### config.mk
export PLATFORM = sky130hd
export DESIGN_NAME = ff_frame_assembler
export DESIGN_NICKNAME = d
export VERILOG_FILES = /design/src/rtl/ff_frame_assembler.sv
export SDC_FILE = /design/constraint.sdc
export NUM_CORES = 1
export LEC_CHECK = 0
export BUFFER_PORTS_ARGS = -buffer_cell sky130_fd_sc_hd__buf_4
export CORE_MARGIN = 3
export CORE_UTILIZATION = 57
export CTS_CLUSTER_DIAMETER = 40
export DETAILED_ROUTE_END_ITERATION = 10
export GPL_TIMING_DRIVEN = 0
export PLACE_DENSITY_LB_ADDON = 0.15
export RECOVER_POWER = 25
export SKIP_CTS_REPAIR_TIMING = 1
export SLEW_MARGIN = 15
export SYNTH_ARGS = -nofsm -noshare
export SYNTH_HDL_FRONTEND = slang
export SYNTH_SLANG_ARGS = --single-unit
### constraint.sdc
create_clock -name clk -period 6.9 [get_ports clk]
set_input_delay 1.38 -clock clk [delete_from_list [all_inputs] [get_ports clk]]
set_output_delay 1.38 -clock clk [all_outputs]
set_load 0.1 [all_outputs]
### src/rtl/ff_frame_assembler.sv
// Packs a sop/eop-delimited byte stream into fixed-length frames. An assembly buffer
// feeds a hold register, so input can keep flowing while a finished frame waits.
module ff_frame_assembler #(
   parameter int unsigned FRAME_BYTES = 41,
   parameter int unsigned CNT_W       = 16
) (
   input  logic                     clk,
   input  logic                     reset,
   input  logic                     in_valid,
   input  logic [7:0]               in_data,
   input  logic                     in_sop,
   input  logic                     in_eop,
   output logic                     in_ready,
   input  logic                     system_free,
   output logic                     buffer_not_empty,
   output logic [FRAME_BYTES*8-1:0] ff_buffer,
   output logic [CNT_W-1:0]         frame_count,
   output logic [CNT_W-1:0]         drop_count
);

   localparam int unsigned IDX_W = $clog2(FRAME_BYTES + 1);

   localparam logic [1:0] StIdle    = 2'd0;
   localparam logic [1:0] StCollect = 2'd1;
   localparam logic [1:0] StDiscard = 2'd2;
   localparam logic [1:0] StPending = 2'd3;

   logic [1:0]               state_q, state_d;
   logic [IDX_W-1:0]         idx_q, idx_d;
   logic [FRAME_BYTES*8-1:0] asm_q, asm_d;
   logic [FRAME_BYTES*8-1:0] hold_q, hold_d;
   logic                     hold_valid_q, hold_valid_d;
   logic [CNT_W-1:0]         frame_cnt_q, frame_cnt_d;
   logic [CNT_W-1:0]         drop_cnt_q, drop_cnt_d;
   logic [CNT_W:0]           drop_sum;

   logic        accept, consume, hold_free;
   logic        start, take, complete, move;
   logic [1:0]  drop_inc;
   int unsigned pos;

   assign in_ready  = (state_q != StPending);
   assign accept    = in_valid && in_ready;
   assign consume   = hold_valid_q && system_free;
   assign hold_free = !hold_valid_q || consume;

   always_comb begin
      state_d  = state_q;
      idx_d    = idx_q;
      asm_d    = asm_q;
      start    = 1'b0;
      take     = 1'b0;
      complete = 1'b0;
      move     = 1'b0;
      drop_inc = 2'd0;
      pos      = 0;

      case (state_q)
         StIdle: begin
            if (accept && in_sop) start = 1'b1;
         end
         StCollect: begin
            if (accept) begin
               // A sop mid-frame abandons the partial frame and restarts on this byte.
               if (in_sop) begin
                  drop_inc = 2'd1;
                  start    = 1'b1;
               end else begin
                  take = 1'b1;
               end
            end
         end
         StDiscard: begin
            if (accept) begin
               if (in_sop) start = 1'b1;
               else if (in_eop) state_d = StIdle;
            end
         end
         StPending: begin
            if (hold_free) begin
               move    = 1'b1;
               state_d = StIdle;
            end
         end
         default: state_d = StIdle;
      endcase

      if (start || take) begin
         pos = start ? 0 : int'(idx_q);
         asm_d[(FRAME_BYTES-1-pos)*8 +: 8] = in_data;
         if (in_eop) begin
            if (pos + 1 == FRAME_BYTES) complete = 1'b1;
            else drop_inc = drop_inc + 2'd1;
            state_d = StIdle;
            idx_d   = '0;
         end else if (pos + 1 == FRAME_BYTES) begin
            drop_inc = drop_inc + 2'd1;
            state_d  = StDiscard;
            idx_d    = '0;
         end else begin
            idx_d   = IDX_W'(pos + 1);
            state_d = StCollect;
         end
      end

      if (complete) begin
         if (hold_free) begin
            move    = 1'b1;
            state_d = StIdle;
         end else begin
            state_d = StPending;
         end
      end
   end

   always_comb begin
      hold_d       = hold_q;
      hold_valid_d = hold_valid_q;
      if (move) begin
         hold_d       = asm_d;
         hold_valid_d = 1'b1;
      end else if (consume) begin
         hold_valid_d = 1'b0;
      end

      frame_cnt_d = frame_cnt_q;
      if (move && (frame_cnt_q != '1)) frame_cnt_d = frame_cnt_q + 1'b1;

      drop_sum   = {1'b0, drop_cnt_q} + (CNT_W+1)'(drop_inc);
      drop_cnt_d = drop_sum[CNT_W] ? '1 : drop_sum[CNT_W-1:0];
   end

   always_ff @(posedge clk) begin
      if (reset) begin
         state_q      <= StIdle;
         idx_q        <= '0;
         asm_q        <= '0;
         hold_q       <= '0;
         hold_valid_q <= 1'b0;
         frame_cnt_q  <= '0;
         drop_cnt_q   <= '0;
      end else begin
         state_q      <= state_d;
         idx_q        <= idx_d;
         asm_q        <= asm_d;
         hold_q       <= hold_d;
         hold_valid_q <= hold_valid_d;
         frame_cnt_q  <= frame_cnt_d;
         drop_cnt_q   <= drop_cnt_d;
      end
   end

   assign buffer_not_empty = hold_valid_q;
   assign ff_buffer        = hold_q;
   assign frame_count      = frame_cnt_q;
   assign drop_count       = drop_cnt_q;

endmodule

==> results.json <==
{
  "place_hpwl_um": 67500,
  "worstPathArrival_ns": 7.30,
  "layout_min_cycle_time_ns": 6.78,
  "synth_edf_count": 0,
  "path_clk_slew_ns": 0.06,
  "final_cells": 4165,
  "pwr-share-clk": 0.487,
  "port_buffers": 373,
  "rows": 78,
  "route.met3.wl_um": 9110,
  "die_y_um": 222,
  "power.leakage_nw": 11.3,
  "syn-num-nets": 3066,
  "grt_pass1_vias": 23700,
  "yosysWarnings": 0,
  "place_inst": 4000,
  "final_hold_viol_count": 0,
  "io_pins": 376,
  "total_power_mw": 9.16,
  "antenna_found_initial": 0,
  "synth.cell_area_mm2": 0.0266,
  "cp_slowest_stage_delay_ns": 0.54,
  "crit_chain": "clkbuf_2, and3b_1, nand2_1, buf_2, nand2_1, clkinvlp_4, ha_1, nor4b_2, o32ai_1, o21ai_2, clkbuf_4, nand4b_1, ha_1, nand2_1, or4_1, a221oi_2, nand3_2, nor2_1, buf_2, nand3_1, a311oi_1",
  "final_cell_mix": "dfxtp_1, nand2_1, clkbuf_1",
  "diodes": 0,
  "comb_power_share": 0.068,
  "core_area_mm2": 0.0458,
  "final_max_slew_viol_count": 0,
  "cts_tree": "done",
  "grt_max_degree": 16,
  "grt_pass1_wl_um": 140000,
  "wl_met1_um": 37400,
  "nNetsFinal": 3539,
  "wl_um": 94100,
  "fmax_ghz": 0.148,
  "critPathLaunchType": "input pin",
  "highest_layer": "met4",
  "finalClockSkew_ns": 0.0294,
  "fill_cells": 3764,
  "avgSynthCellArea_um2": 8.80,
  "min_period_over_period": 0.982,
  "clock_latency_ns": 0.65,
  "rsz0062_at_grt": "true",
  "place_ws_ns": -1.20,
  "drive_gt1_frac": 0.103,
  "slowest_stage": "or4_1",
  "hp-class": "flip-flop to flip-flop",
  "cts_max_path_buffers": 3,
  "worstSetupEndpointType": "flip-flop",
  "ys_seq_elements": 697,
  "status": "complete, no violations",
  "maxCapViolCount": 0,
  "viasPerCell": 5.91,
  "die_area_mm2": 0.0494,
  "root_buffer": "clkbuf_16",
  "via_count": 24600,
  "area_delta_synth_final_pct": 21.5,
  "relSlewSlack": 0.0848,
  "synth-seq-area-share": 0.524,
  "power.net_switching_mw": 2.39,
  "syn_inst": 3027,
  "p_int_mw": 6.77,
  "drcViolationCount": 0,
  "grt_remaining_overflow": 0,
  "seq_power_share": 0.445,
  "synth_flop_cell": "dfxtp_1",
  "die_w_um": 222,
  "crit_type": "input pin to flip-flop",
  "mostFrequentLayoutCell": "dfxtp_1",
  "htree_num_levels": 3,
  "antenna_left": 0,
  "finish.utilization": 0.707,
  "gp_congestion": 1.02,
  "path_delay_family": "simple AND/OR/NAND/NOR gates",
  "p_per_area_mw_per_mm2": 283,
  "ys_types": 74,
  "cts_num_sinks": 697,
  "sw_frac_of_total": 0.261,
  "cp_num_buf_inv": 5,
  "wl_per_cell_um": 22.6,
  "crit_fanout": 10,
  "irDropWorstVdd_mv": 0.255,
  "numCtsBuffers": 82,
  "setup_viol": 0,
  "drt_iter0_markers": 2496,
  "async_flop_share": 0,
  "start_util": 0.582,
  "fin_ws_ns": 0.124,
  "worst_slew_pin_slew_ns": 1.37,
  "required_ns": 7.42,
  "crit_top_cell": "nand2_1",
  "grt_use_total": 0.364,
  "wl_met2_um": 42500,
  "holdWs_ns": 0.451,
  "first_pass_iters": 7
}
[cell type report]
type                            count  area (µm²)  area share
Sequential cell                   697       14000       0.431
Inverter                           23        90.1     0.00278
Tap cell                          600         751      0.0232
Clock inverter                     50         602      0.0186
Multi-Input combinational cell   2078       11800       0.364
Buffer                            229         908      0.0281
Clock buffer                       99        2260      0.0697
Timing Repair Buffer              389        2030      0.0628
[flip-flops by register name (all words and copies together), names as in the netlist]
| name | cells |
|---|---|
| frame_count | 16 |
| drop_count | 16 |
| ff_buffer | 328 |
| state_q | 2 |
| idx_q | 6 |
| asm_q | 328 |
| buffer_not_empty | 1 |
[power by group through the flow]
stage / clock network, mW / registers (mW) / logic (mW)
2_1_floorplan: 0 / 4.33 / 0.246
3_3_place_gp: 0 / 4.16 / 0.603
3_5_place_dp: 0 / 4.16 / 0.612
4_1_cts: 4.47 / 4.08 / 0.616
5_1_grt: 4.63 / 4.08 / 0.641
6_report: 4.46 / 4.08 / 0.621
[layer usage]
metal,up-vias,GRT usage
met3,277,0.0859
met4,0,0.184
met2,1246,0.578
met5,-,0
li1,11200,-
met1,11900,0.466
[worst paths after layout]
check | from | to | slack (ns) | depth (start not counted)
max reg2reg | state_q[1] | ff_buffer[8] | 0.18 | 22
min reg2reg | asm_q[204] | ff_buffer[204] | 0.45 | 2
min | asm_q[204] | ff_buffer[204] | 0.45 | 2
max | in_sop | ff_buffer[8] | 0.12 | 21
[cell usage after synthesis, types with 13 or more instances]
library cell	instances	share of area
nand4_1	27	0.0063
xnor2_1	16	0.0053
xor2_1	13	0.0043
nor4_4	14	0.011
mux2i_1	212	0.080
o21ai_0	13	0.0024
a211oi_1	67	0.019
buf_2	18	0.0034
nor3_1	32	0.0060
clkbuf_1	200	0.028
a211oi_2	25	0.012
nand2b_1	23	0.0054
a21oi_1	341	0.064
nand3_1	89	0.017
nor2_1	394	0.056
nand2_1	614	0.087
dfxtp_1	697	0.52
inv_1	22	0.0031
ha_1	24	0.011
[stage by stage]
| step | TNS (ns) | area [µm²] |
|---|---|---|
| final | 0 | 32400 |
| after floorplan | 0 | 26600 |
| after global routing | -0.0492 | 32400 |
| after detailed placement | -323.85 | 30200 |
| after global placement | -325.36 | 30200 |
| after CTS | -61.34 | 33000 |
[cell families after synthesis]
kind of cell / after synthesis / share of synthesized area
compound gates: 517 / 0.120
buf+inv: 252 / 0.0368
fa+ha+maj: 25 / 0.0120
flops: 697 / 0.524
xor+xnor: 30 / 0.0106
simple gates: 1291 / 0.216
mux: 215 / 0.0810
[worst reg2reg max path, cell delays in order, from the launching register on]
cell and delay [ns]:
dfxtp_1 0.43, ha_1 0.19, clkbuf_1 0.26, and3b_1 0.26, nand2_1 0.11, buf_2 0.24, nand2_1 0.26, clkinvlp_4 0.24
ha_1 0.23, nor4b_2 0.34, o32ai_1 0.17, o21ai_2 0.29, clkbuf_4 0.31, nand4b_1 0.16, ha_1 0.35, nand2_1 0.06
or4_1 0.54, a221oi_2 0.44, nand3_2 0.47, nor2_1 0.42, buf_2 0.35, nand3_1 0.17, a311oi_1 0.31
(Power assumes the default switching activity.)
